$ cat src/rtl/pll_freq_acq_sequencer_pkg.sv
// Shared PLL control definitions: acquisition state encoding, default constants, level-width helper.
// Latency: n/a (types and constants only); backpressure: n/a.
package pll_freq_acq_sequencer_pkg;

    typedef enum logic [1:0] {
        ST_IDLE   = 2'd0,
        ST_COARSE = 2'd1,
        ST_FINE   = 2'd2,
        ST_LOCKED = 2'd3
    } acq_state_t;

    localparam int N_BITS_DEF      = 132;
    localparam int INIT_LEVEL_DEF  = 3;
    localparam int STEP_INIT_DEF   = 32;
    localparam int UNLOCK_STEP_DEF = 8;
    localparam int SETTLE_CYC_DEF  = 2;
    localparam int LOCK_CNT_DEF    = 8;
    localparam int UNLOCK_RUN_DEF  = 4;

    // Width needed to hold a level in 0..n inclusive.
    function automatic int lw_of(input int n);
        return $clog2(n + 1);
    endfunction

endpackage

$ cat src/rtl/pll_freq_acq_sequencer_if.sv
// Decision inputs and DCO control outputs of the frequency-acquisition sequencer.
// Latency: n/a (wires only); backpressure: none, one decision flag pair per reference cycle.
interface pll_freq_acq_sequencer_if
    import pll_freq_acq_sequencer_pkg::*;
#(
    parameter int N_BITS = N_BITS_DEF
);
    localparam int LW = lw_of(N_BITS);

    logic              en;
    logic              up;
    logic              dn;
    logic [N_BITS-1:0] dco_code;
    logic [LW-1:0]     level;
    acq_state_t        state;
    logic              freq_lock;

    modport master (
        output en, up, dn,
        input  dco_code, level, state, freq_lock
    );

    modport slave (
        input  en, up, dn,
        output dco_code, level, state, freq_lock
    );
endinterface

$ cat src/rtl/pll_freq_acq_sequencer_therm_decoder.sv
// Level to DCO thermometer code: bits below level are set.
// Latency: combinational; backpressure: none.
module therm_decoder #(
    parameter int N_BITS = 132,
    parameter int LW     = $clog2(N_BITS + 1)
) (
    input  logic [LW-1:0]     level_i,
    output logic [N_BITS-1:0] code_o
);

    always_comb begin
        code_o = '0;
        for (int i = 0; i < N_BITS; i++) begin
            code_o[i] = (LW'(i) < level_i);
        end
    end

endmodule

$ cat src/rtl/pll_freq_acq_sequencer.sv
// DCO frequency acquisition: coarse binary search, fine step, locked tracking with unlock detection.
// Latency: level/state/lock update on the decision edge; backpressure: none, decisions inside the settle window are dropped.
module pll_freq_acq_sequencer
    import pll_freq_acq_sequencer_pkg::*;
#(
    parameter int N_BITS      = N_BITS_DEF,
    parameter int INIT_LEVEL  = INIT_LEVEL_DEF,
    parameter int STEP_INIT   = STEP_INIT_DEF,
    parameter int UNLOCK_STEP = UNLOCK_STEP_DEF,
    parameter int SETTLE_CYC  = SETTLE_CYC_DEF,
    parameter int LOCK_CNT    = LOCK_CNT_DEF,
    parameter int UNLOCK_RUN  = UNLOCK_RUN_DEF
) (
    input  logic                      ref_clk,
    input  logic                      reset_,
    pll_freq_acq_sequencer_if.slave   bus
);

    localparam int LW = lw_of(N_BITS);
    localparam int SW = $clog2(SETTLE_CYC + 2);
    localparam int AW = $clog2(LOCK_CNT + 1);
    localparam int RW = $clog2(UNLOCK_RUN + 1);

    acq_state_t    state_q;
    logic [LW-1:0] level_q;
    logic [LW-1:0] step_q;
    logic [SW-1:0] settle_q;
    logic          last_dir_q;
    logic          last_vld_q;
    logic [AW-1:0] alt_cnt_q;
    logic [RW-1:0] run_cnt_q;
    logic          freq_lock_q;

    logic          decide;
    logic          dir_up;
    logic          flip;
    logic [LW-1:0] step_d;
    logic [LW:0]   sum_w;
    logic [LW:0]   diff_w;
    logic [LW-1:0] level_d;
    logic [AW-1:0] alt_cnt_d;
    logic [RW-1:0] run_cnt_d;

    always_comb begin
        decide    = (settle_q == '0) && (state_q != ST_IDLE) && (bus.up ^ bus.dn);
        dir_up    = bus.up;
        flip      = last_vld_q && (dir_up != last_dir_q);
        // Only coarse search uses the step register; fine and locked always move by one.
        step_d    = (state_q == ST_COARSE) ? (flip ? (step_q >> 1) : step_q) : LW'(1);
        sum_w     = {1'b0, level_q} + {1'b0, step_d};
        diff_w    = {1'b0, level_q} - {1'b0, step_d};
        level_d   = level_q;
        if (dir_up) begin
            level_d = (sum_w > (LW+1)'(N_BITS)) ? LW'(N_BITS) : sum_w[LW-1:0];
        end else begin
            level_d = diff_w[LW] ? '0 : diff_w[LW-1:0];
        end
        alt_cnt_d = flip ? alt_cnt_q + AW'(1) : '0;
        run_cnt_d = flip ? RW'(1) : run_cnt_q + RW'(1);
    end

    always_ff @(posedge ref_clk or negedge reset_) begin
        if (!reset_) begin
            state_q     <= ST_IDLE;
            level_q     <= LW'(INIT_LEVEL);
            step_q      <= LW'(STEP_INIT);
            settle_q    <= '0;
            last_dir_q  <= 1'b0;
            last_vld_q  <= 1'b0;
            alt_cnt_q   <= '0;
            run_cnt_q   <= '0;
            freq_lock_q <= 1'b0;
        end else if (!bus.en) begin
            state_q     <= ST_IDLE;
            level_q     <= LW'(INIT_LEVEL);
            step_q      <= LW'(STEP_INIT);
            settle_q    <= '0;
            last_dir_q  <= 1'b0;
            last_vld_q  <= 1'b0;
            alt_cnt_q   <= '0;
            run_cnt_q   <= '0;
            freq_lock_q <= 1'b0;
        end else if (state_q == ST_IDLE) begin
            state_q    <= ST_COARSE;
            step_q     <= LW'(STEP_INIT);
            last_vld_q <= 1'b0;
        end else begin
            if (settle_q != '0) begin
                settle_q <= settle_q - SW'(1);
            end
            if (decide) begin
                level_q    <= level_d;
                settle_q   <= SW'(SETTLE_CYC);
                last_dir_q <= dir_up;
                last_vld_q <= 1'b1;
                case (state_q)
                    ST_COARSE: begin
                        step_q <= step_d;
                        if (step_d == LW'(1)) begin
                            state_q   <= ST_FINE;
                            alt_cnt_q <= '0;
                        end
                    end
                    ST_FINE: begin
                        alt_cnt_q <= alt_cnt_d;
                        if (alt_cnt_d == AW'(LOCK_CNT)) begin
                            state_q     <= ST_LOCKED;
                            freq_lock_q <= 1'b1;
                            run_cnt_q   <= '0;
                        end
                    end
                    ST_LOCKED: begin
                        run_cnt_q <= run_cnt_d;
                        // A sustained one-sided drift means the loop has lost the target.
                        if (run_cnt_d == RW'(UNLOCK_RUN)) begin
                            state_q     <= ST_COARSE;
                            step_q      <= LW'(UNLOCK_STEP);
                            freq_lock_q <= 1'b0;
                            last_vld_q  <= 1'b0;
                            run_cnt_q   <= '0;
                        end
                    end
                    default: begin
                        state_q <= state_q;
                    end
                endcase
            end
        end
    end

    therm_decoder #(
        .N_BITS (N_BITS),
        .LW     (LW)
    ) u_therm_decoder (
        .level_i (level_q),
        .code_o  (bus.dco_code)
    );

    assign bus.level     = level_q;
    assign bus.state     = state_q;
    assign bus.freq_lock = freq_lock_q;

endmodule
$ cat src/flat_wrapper.sv
// flat-port wrapper written by rule: the top's interface ports become plain ports
module pll_freq_acq_sequencer_flat import pll_freq_acq_sequencer_pkg::*;
#(
    parameter int N_BITS      = N_BITS_DEF,
    parameter int INIT_LEVEL  = INIT_LEVEL_DEF,
    parameter int STEP_INIT   = STEP_INIT_DEF,
    parameter int UNLOCK_STEP = UNLOCK_STEP_DEF,
    parameter int SETTLE_CYC  = SETTLE_CYC_DEF,
    parameter int LOCK_CNT    = LOCK_CNT_DEF,
    parameter int UNLOCK_RUN  = UNLOCK_RUN_DEF
)
  (ref_clk, reset_, bus_en, bus_up, bus_dn, bus_dco_code, bus_level, bus_state, bus_freq_lock);
  pll_freq_acq_sequencer_if #(.N_BITS(N_BITS)) bus_i ();
  input  logic ref_clk;
  input  logic reset_;
  input wire logic [$bits(bus_i.en)-1:0] bus_en;
  input wire logic [$bits(bus_i.up)-1:0] bus_up;
  input wire logic [$bits(bus_i.dn)-1:0] bus_dn;
  output wire logic [$bits(bus_i.dco_code)-1:0] bus_dco_code;
  output wire logic [$bits(bus_i.level)-1:0] bus_level;
  output wire logic [$bits(bus_i.state)-1:0] bus_state;
  output wire logic [$bits(bus_i.freq_lock)-1:0] bus_freq_lock;
  assign bus_i.en = bus_en;
  assign bus_i.up = bus_up;
  assign bus_i.dn = bus_dn;
  assign bus_dco_code = bus_i.dco_code;
  assign bus_level = bus_i.level;
  assign bus_state = bus_i.state;
  assign bus_freq_lock = bus_i.freq_lock;
  pll_freq_acq_sequencer #(.N_BITS(N_BITS), .INIT_LEVEL(INIT_LEVEL), .STEP_INIT(STEP_INIT), .UNLOCK_STEP(UNLOCK_STEP), .SETTLE_CYC(SETTLE_CYC), .LOCK_CNT(LOCK_CNT), .UNLOCK_RUN(UNLOCK_RUN)) u_core (.ref_clk(ref_clk), .reset_(reset_), .bus(bus_i));
endmodule
$ cat config.mk
export PLATFORM = sky130hd
export DESIGN_NAME = pll_freq_acq_sequencer_flat
export DESIGN_NICKNAME = d
export VERILOG_FILES = /design/src/rtl/pll_freq_acq_sequencer_pkg.sv /design/src/rtl/pll_freq_acq_sequencer_if.sv /design/src/rtl/pll_freq_acq_sequencer_therm_decoder.sv /design/src/rtl/pll_freq_acq_sequencer.sv /design/src/flat_wrapper.sv
export SDC_FILE = /design/constraint.sdc
export NUM_CORES = 1
export LEC_CHECK = 0
export ABC_AREA = 1
export BUFFER_PORTS_ARGS = -buffer_cell sky130_fd_sc_hd__buf_4
export CORE_ASPECT_RATIO = 0.7
export CORE_UTILIZATION = 46
export CTS_BUF_LIST = sky130_fd_sc_hd__clkbuf_8
export CTS_CLUSTER_DIAMETER = 150
export DETAILED_ROUTE_END_ITERATION = 8
export PLACE_DENSITY = 0.87
export SYNTH_ARGS = -nofsm -noshare
export SYNTH_HDL_FRONTEND = slang
export SYNTH_SLANG_ARGS = --single-unit
export TNS_END_PERCENT = 50
$ cat constraint.sdc
create_clock -name ref_clk -period 2.8 [get_ports ref_clk]
set_input_delay 0.14 -clock ref_clk [delete_from_list [all_inputs] [get_ports ref_clk]]
set_output_delay 0.14 -clock ref_clk [all_outputs]
set_load 0.05 [all_outputs]
== After elaboration in Yosys (flattened, before gate mapping) ==
Index checks and enable logic that the tools add are counted.
Operators by class
  multiplexer cells: 51
  $lt $le $gt $ge: 133
  add/subtract/negate cells: 5
  divide/modulo/power cells: 0
  eq/ne operators: 21
  reduce and logical (&&, ||, !) cells: 14
  multiply operators: 0
  bitwise gates (word level): 1
  shift operators: 0
Operator list (number)
  $lt 7x8->1 const A: 64
  $lt 6x8->1 const A: 32
  $lt 5x8->1 const A: 16
  $mux 8: 12
  $lt 4x8->1 const A: 8
  $lt 3x8->1 const A: 4
  $lt 8x8->1 const A: 4
  $mux 2: 10
  $mux 4: 5
  $mux 3: 6
  $lt 1x8->1 const A: 2
  $lt 2x8->1 const A: 2
  $pmux 8 s2: 1
  $mux 1: 13
  $ne 3x1->1 const B: 4
  $reduce_and 5->1: 2
  $add 8x8->9: 1
  $gt 9x8->1 const B: 1
  $sub 8x8->9: 1
  $eq 8x1->1 const B: 1
  $ne 4x2->1 const B: 2
  $pmux 4 s2: 1
  $reduce_and 4->1: 2
  $ne 3x2->1 const B: 2
  23 further kinds: 29
Storage, ports and cells
  ROM bits: 0
  output and inout bits: 143
  word-level logic and storage cells: 234
  memories: 0
  register bits after elaboration: 30
  bits in latches: 0
  RAM bits: 0

== Logic depth before layout (Yosys ltp) ==
  word-level depth: 11
  gate-level depth with buffers: 24
  mapped depth without buffers: 24

== Modules after synthesis ==
Synthesis repeated with hierarchy kept, for this count alone.
Second synthesis, totals
  cells, all modules: 615
  area, all modules: 3773.6 µm²
Modules (own cells, without submodules)
  pll_freq_acq_sequencer: area each 2646.3 µm², sequential area each 754.5 µm², instances 1, cells each 368
  therm_decoder: area each 1127.3 µm², sequential area each 0.0 µm², instances 1, cells each 247

== Least setup slack after synthesis ==
OpenSTA, ideal clock, no wires.
  kind: register to register
  from: register u_core.state_q[0], in the netlist u_core.bus.state[0]
  to: register u_core.level_q[5], in the netlist u_core.bus.level[5]
  slack: -0.520 ns
  stages on the path, launching flop included: 17
  arrival time: 3.202 ns
  library setup time: 0.119 ns
  required time: 2.681 ns
  period minus slack after synthesis: 3.320 ns
  cells stage by stage: dfrtp_1 ha_1 buf_4 inv_1 nor3_1 inv_1 fa_1 a21oi_1 o21ai_0 nand2_1 o311ai_0 o21ai_0 inv_1 nand2_1 inv_1 nand2_1 nand2_1
On the way
  cells in the longest elaborated chain, start to end: 9
RTL lines
  start, declared: line pll_freq_acq_sequencer.sv:24  | acq_state_t state_q;
  start signal, assigned: line pll_freq_acq_sequencer.sv:124  | state_q <= state_q;
  $eq 2x1->1: line pll_freq_acq_sequencer.sv:49  | step_d = (state_q == ST_COARSE) ? (flip ? (step_q >> 1) : step_q) : LW'(1);
  $mux 8: line pll_freq_acq_sequencer.sv:49
  $add 8x8->9: line pll_freq_acq_sequencer.sv:50  | sum_w = {1'b0, level_q} + {1'b0, step_d};
  $gt 9x8->1: line pll_freq_acq_sequencer.sv:54  | level_d = (sum_w > (LW+1)'(N_BITS)) ? LW'(N_BITS) : sum_w[LW-1:0];
  $mux 8: line pll_freq_acq_sequencer.sv:54
  $mux 8: line pll_freq_acq_sequencer.sv:53  | if (dir_up) begin
  $mux 8: line pll_freq_acq_sequencer.sv:91  | if (decide) begin
  $mux 8: line pll_freq_acq_sequencer.sv:83  | end else if (state_q == ST_IDLE) begin
  $mux 8: line pll_freq_acq_sequencer.sv:73  | end else if (!bus.en) begin
  end signal, assigned: line pll_freq_acq_sequencer.sv:65  | level_q <= LW'(INIT_LEVEL);
  end signal, assigned: line pll_freq_acq_sequencer.sv:75  | level_q <= LW'(INIT_LEVEL);
  end signal, assigned: line pll_freq_acq_sequencer.sv:92  | level_q <= level_d;
  end, declared: line pll_freq_acq_sequencer.sv:25  | logic [LW-1:0] level_q;
Parallel ways exist; a longest one is shown, timed or not. The select of a mux whose other input is x is not followed.
A chain may end at the register's enable or synchronous reset.

== Final worst setup path ==
  from: register u_core.last_dir_q
  to: register u_core.level_q[3], in the netlist u_core.bus.level[3]
On the way
  cells in the longest elaborated chain, start to end: 11
RTL lines
  start, declared: line pll_freq_acq_sequencer.sv:28  | logic last_dir_q;
  start signal, assigned: line pll_freq_acq_sequencer.sv:94  | last_dir_q <= dir_up;
  $ne 1x1->1 *: line pll_freq_acq_sequencer.sv:47  | flip = last_vld_q && (dir_up != last_dir_q);
  $logic_and 1x1->1 *: line pll_freq_acq_sequencer.sv:47
  $mux 8 * (2 in series): line pll_freq_acq_sequencer.sv:49
  $add 8x8->9: line pll_freq_acq_sequencer.sv:50
  $gt 9x8->1: line pll_freq_acq_sequencer.sv:54
  $mux 8: line pll_freq_acq_sequencer.sv:54
  $mux 8 *: line pll_freq_acq_sequencer.sv:53
  $mux 8 *: line pll_freq_acq_sequencer.sv:91
  $mux 8 *: line pll_freq_acq_sequencer.sv:83
  $mux 8 *: line pll_freq_acq_sequencer.sv:73
Every way passes the cells marked *; elsewhere a longest branch is shown, timed or not. The select of a mux whose other input is x is not followed.

==> summary.md <==
| Metric | Value |
|---|---|
| CP arrival | `3080 ps` |
| H-Tree Depth | `2` |
| Outcome | `finished with violations` |
| Global-route wire length before repair | `21,000 µm` |
| Most common cell after layout, fill and taps aside | `buf_4` |
| Period utilisation layout | `1.016` |
| Vias | `4,804` |
| Die H | `75.68 µm` |
| Setup Skew | `3.123 ps` |
| Critical path's most frequent cell | `nand2_2` |
| Final slew viol count | `0` |
| Clock-pin slew on the worst setup and hold paths | `70 ps` |
| Synth Instances | `579` |
| Ys flop type | `dfrtp_1` |
| Pin count of the biggest net entering global routing | `31` |
| CTS root buf | `clkbuf_8` |
| Final min period | `2845 ps` |
| GRT Total Usage | `0.3388` |
| Worst Hold Class | `in2reg` |
| Area grow syn2layout | `50.86%` |
| Crit Path Category | `reg2reg` |
| Fin. Hold Viols | `0` |
| CTS Buf Count | `5` |
| Failing checks | `negative setup slack` |
| Layout fillers | `576` |
| Synth Net Count | `610` |
| Avg Cell Area, Syn | `6.161 µm²` |
| DR vias/cell | `5.612` |
| Initial antenna violation count | `0` |
| Final HPWL DP | `11,000 µm` |
| EDFF count, synth | `0` |
| Slowest-stage cell, CP | `dfrtp_1` |
| Core area | `7385 µm²` |
| Actual slew at the worst max-slew pin | `801.7 ps` |
| Number of routed nets with antenna violations | `0` |
| GR Overflow Total | `0` |
| CTS Buffer Depth | `2` |
| RSZ-0062 raised after global routing | `yes` |
| Layout net count | `788` |
| Top achievable clock speed | `351.5 MHz` |
| Slew Limit Headroom | `0.4655` |
| DIE WIDTH | `107.3 µm` |
| Pre-Repair DR Iteration Count | `5` |
| Dpl cell area | `5074 µm²` |
| Post-synthesis sequential area ratio | `0.2115` |
| Initial drt markers | `504` |
| Final std cell area, no fill | `5381 µm²` |
| WP data required | `3030 ps` |
| Critical path launch point type | `flip-flop` |
| Worst skew pair latency | `290 ps` |
| DRT Wirelength | `14,450 µm` |
| Die ar. | `8116 µm²` |
| Worst hold margin | `214.5 ps` |
| DR WL/cell | `16.88 µm` |
| FF+latch count, synth | `30` |
| CTS Sinks | `30` |
| Final cell count without fillers | `856` |
| Cell count after placement | `843` |
| Io pins | `148` |
| Max-Cap Viols | `0` |
| Ys async rst share | `1.000` |
| Final setup vio count | `5` |
| Initial core utilization | `0.4831` |
| Yosys cell types | `40` |
| CP cell instances | `inv_2 > nand2_4 > nand2_4 > nor2_4 > o21ai_4 > nor2_4 > inv_2 > ha_2 > fa_2 > inv_1 > nor2_1 > o21ai_2 > nand2_2 > nand2_1 > nand2_2 > nor2_1 > nand3_1 > nand2_2 > nand2_2 > nand2_4 > nand2_2 > nand2_2` |
| Placement Rows | `26` |
| Critical path peak fanout | `5` |
| Cell Area, Synth | `3567 µm²` |
| Vias in the first global route | `4,061` |
| Critical Path Max Stage Delay | `400 ps` |
| CTS tree | `built` |
| Worst setup EP type | `flip-flop` |
| IO buf count | `147` |
| Layout cells sized above 1 | `0.3971` |
| Most frequent cells in the layout | `195 x buf_4, 111 x nand2_1, 76 x inv_1` |
| Gpl congestion | `0.9867` |
| Antenna Cells | `0` |
| Remaining DRCs | `0` |
| YS warnings | `0` |
| Final setup margin | `-44.92 ps` |
==> critical path, delay by kind of cell (launching register included) <==
family                     cells  cell delay, ps
and+or+nand+nor               15            1390
adders and majority gates      2             540
DFF                            1             400
AOI/OAI and AO/OA              2             270
buffers and inverters          3             190
==> flip-flops by register name, indices dropped and copies added, names as in the netlist <==
name and cells:
u_core.alt_cnt_q 4, u_core.bus.freq_lock 1, u_core.step_q 8, u_core.last_dir_q 1
u_core.bus.state 2, u_core.settle_q 2, u_core.bus.level 8, u_core.last_vld_q 1
u_core.run_cnt_q 3
==> final timing paths <==
path,from,end,slack [ps],depth (start not counted)
max,u_core.last_dir_q,u_core.bus.level[3],-40,22
min,bus_en,u_core.alt_cnt_q[0],210,3
max reg2reg,u_core.last_dir_q,u_core.bus.level[3],-40,22
min reg2reg,u_core.step_q[5],u_core.step_q[5],500,2
max in group asynchronous,reset_,u_core.bus.level[1],2160,2
min in group asynchronous,reset_,u_core.run_cnt_q[0],320,2
==> area by class of cell <==
| class | count | area, µm² | area share |
|---|---|---|---|
| clock buffer | 6 | 82.58 | 0.01535 |
| clock inverter | 2 | 12.51 | 0.002325 |
| inverter | 89 | 336.6 | 0.06254 |
| multi-input combinational | 433 | 2574 | 0.4783 |
| sequential | 30 | 757.0 | 0.1407 |
| tap | 98 | 122.6 | 0.02279 |
| timing repair buffer | 198 | 1496 | 0.2781 |
==> routing by layer <==
metal	wire [µm]	GRT usage	vias up
li1	-	-	2241
met1	5970	0.4955	2241
met2	6552	0.5118	296
met3	1725	0.06416	26
met4	197	0.09132	0
met5	0	0	-
==> per-stage QoR <==
| stage | setup WS (ps) | utilization | TNS, ps |
|---|---|---|---|
| 2_1_floorplan | 2.754 | - | 0 |
| 3_3_place_gp | -56.00 | 0.6871 | -276.8 |
| 3_5_place_dp | -297.8 | 0.6871 | -1953 |
| 4_1_cts | 11.98 | 0.7111 | 0 |
| 5_1_grt | -187.0 | 0.7287 | -1219 |
| 6_report | -44.92 | 0.7287 | -94.57 |
==> cell families (layout without fill, tap and decap cells) <==
group / count (synthesis) / count (layout) / synth area share
xor+xnor: 5 / 5 / 0.01228
fa+ha+maj: 26 / 26 / 0.09541
compound gates: 168 / 168 / 0.2459
buf+inv: 116 / 295 / 0.1333
flops: 30 / 30 / 0.2115
simple gates: 234 / 234 / 0.3016
==> Yosys cell counts, types with 2 or more instances <==
cell | number | area (µm²)
nand2_1 | 125 | 469.2
inv_1 | 83 | 311.6
o21ai_0 | 75 | 375.4
a21oi_1 | 70 | 350.3
nor2_1 | 39 | 146.4
nand3_1 | 28 | 140.1
dfrtp_1 | 27 | 675.7
ha_1 | 24 | 300.3
clkbuf_1 | 16 | 60.06
nand2_2 | 10 | 62.56
nor3_1 | 7 | 35.03
o21ai_1 | 7 | 35.03
o22ai_1 | 7 | 43.79
inv_2 | 6 | 22.52
nand4_1 | 5 | 31.28
buf_2 | 4 | 20.02
nor2_2 | 4 | 25.02
xor2_1 | 4 | 35.03
buf_4 | 3 | 22.52
dfstp_2 | 3 | 78.83
nand2_4 | 3 | 33.78
nand3_2 | 3 | 30.03
a211oi_1 | 2 | 15.01
a31oi_1 | 2 | 12.51
buf_1 | 2 | 7.510
fa_1 | 2 | 40.04
nand3b_1 | 2 | 15.01
nor2_4 | 2 | 22.52
o31ai_1 | 2 | 15.01
or2_2 | 2 | 12.51
==> what timing repair did <==
item | CTS | global route
setup buffers | 1 | 3
resized for setup | 17 | 33
endpoints found under the hold margin | 27 | 0
pin swaps | 4 | 22
setup endpoints to repair | 8 | 8
hold buffers | 1 | 0
Power is not shown: default switching activity piles up to over one toggle a cycle in this logic, so the estimate is an artifact.
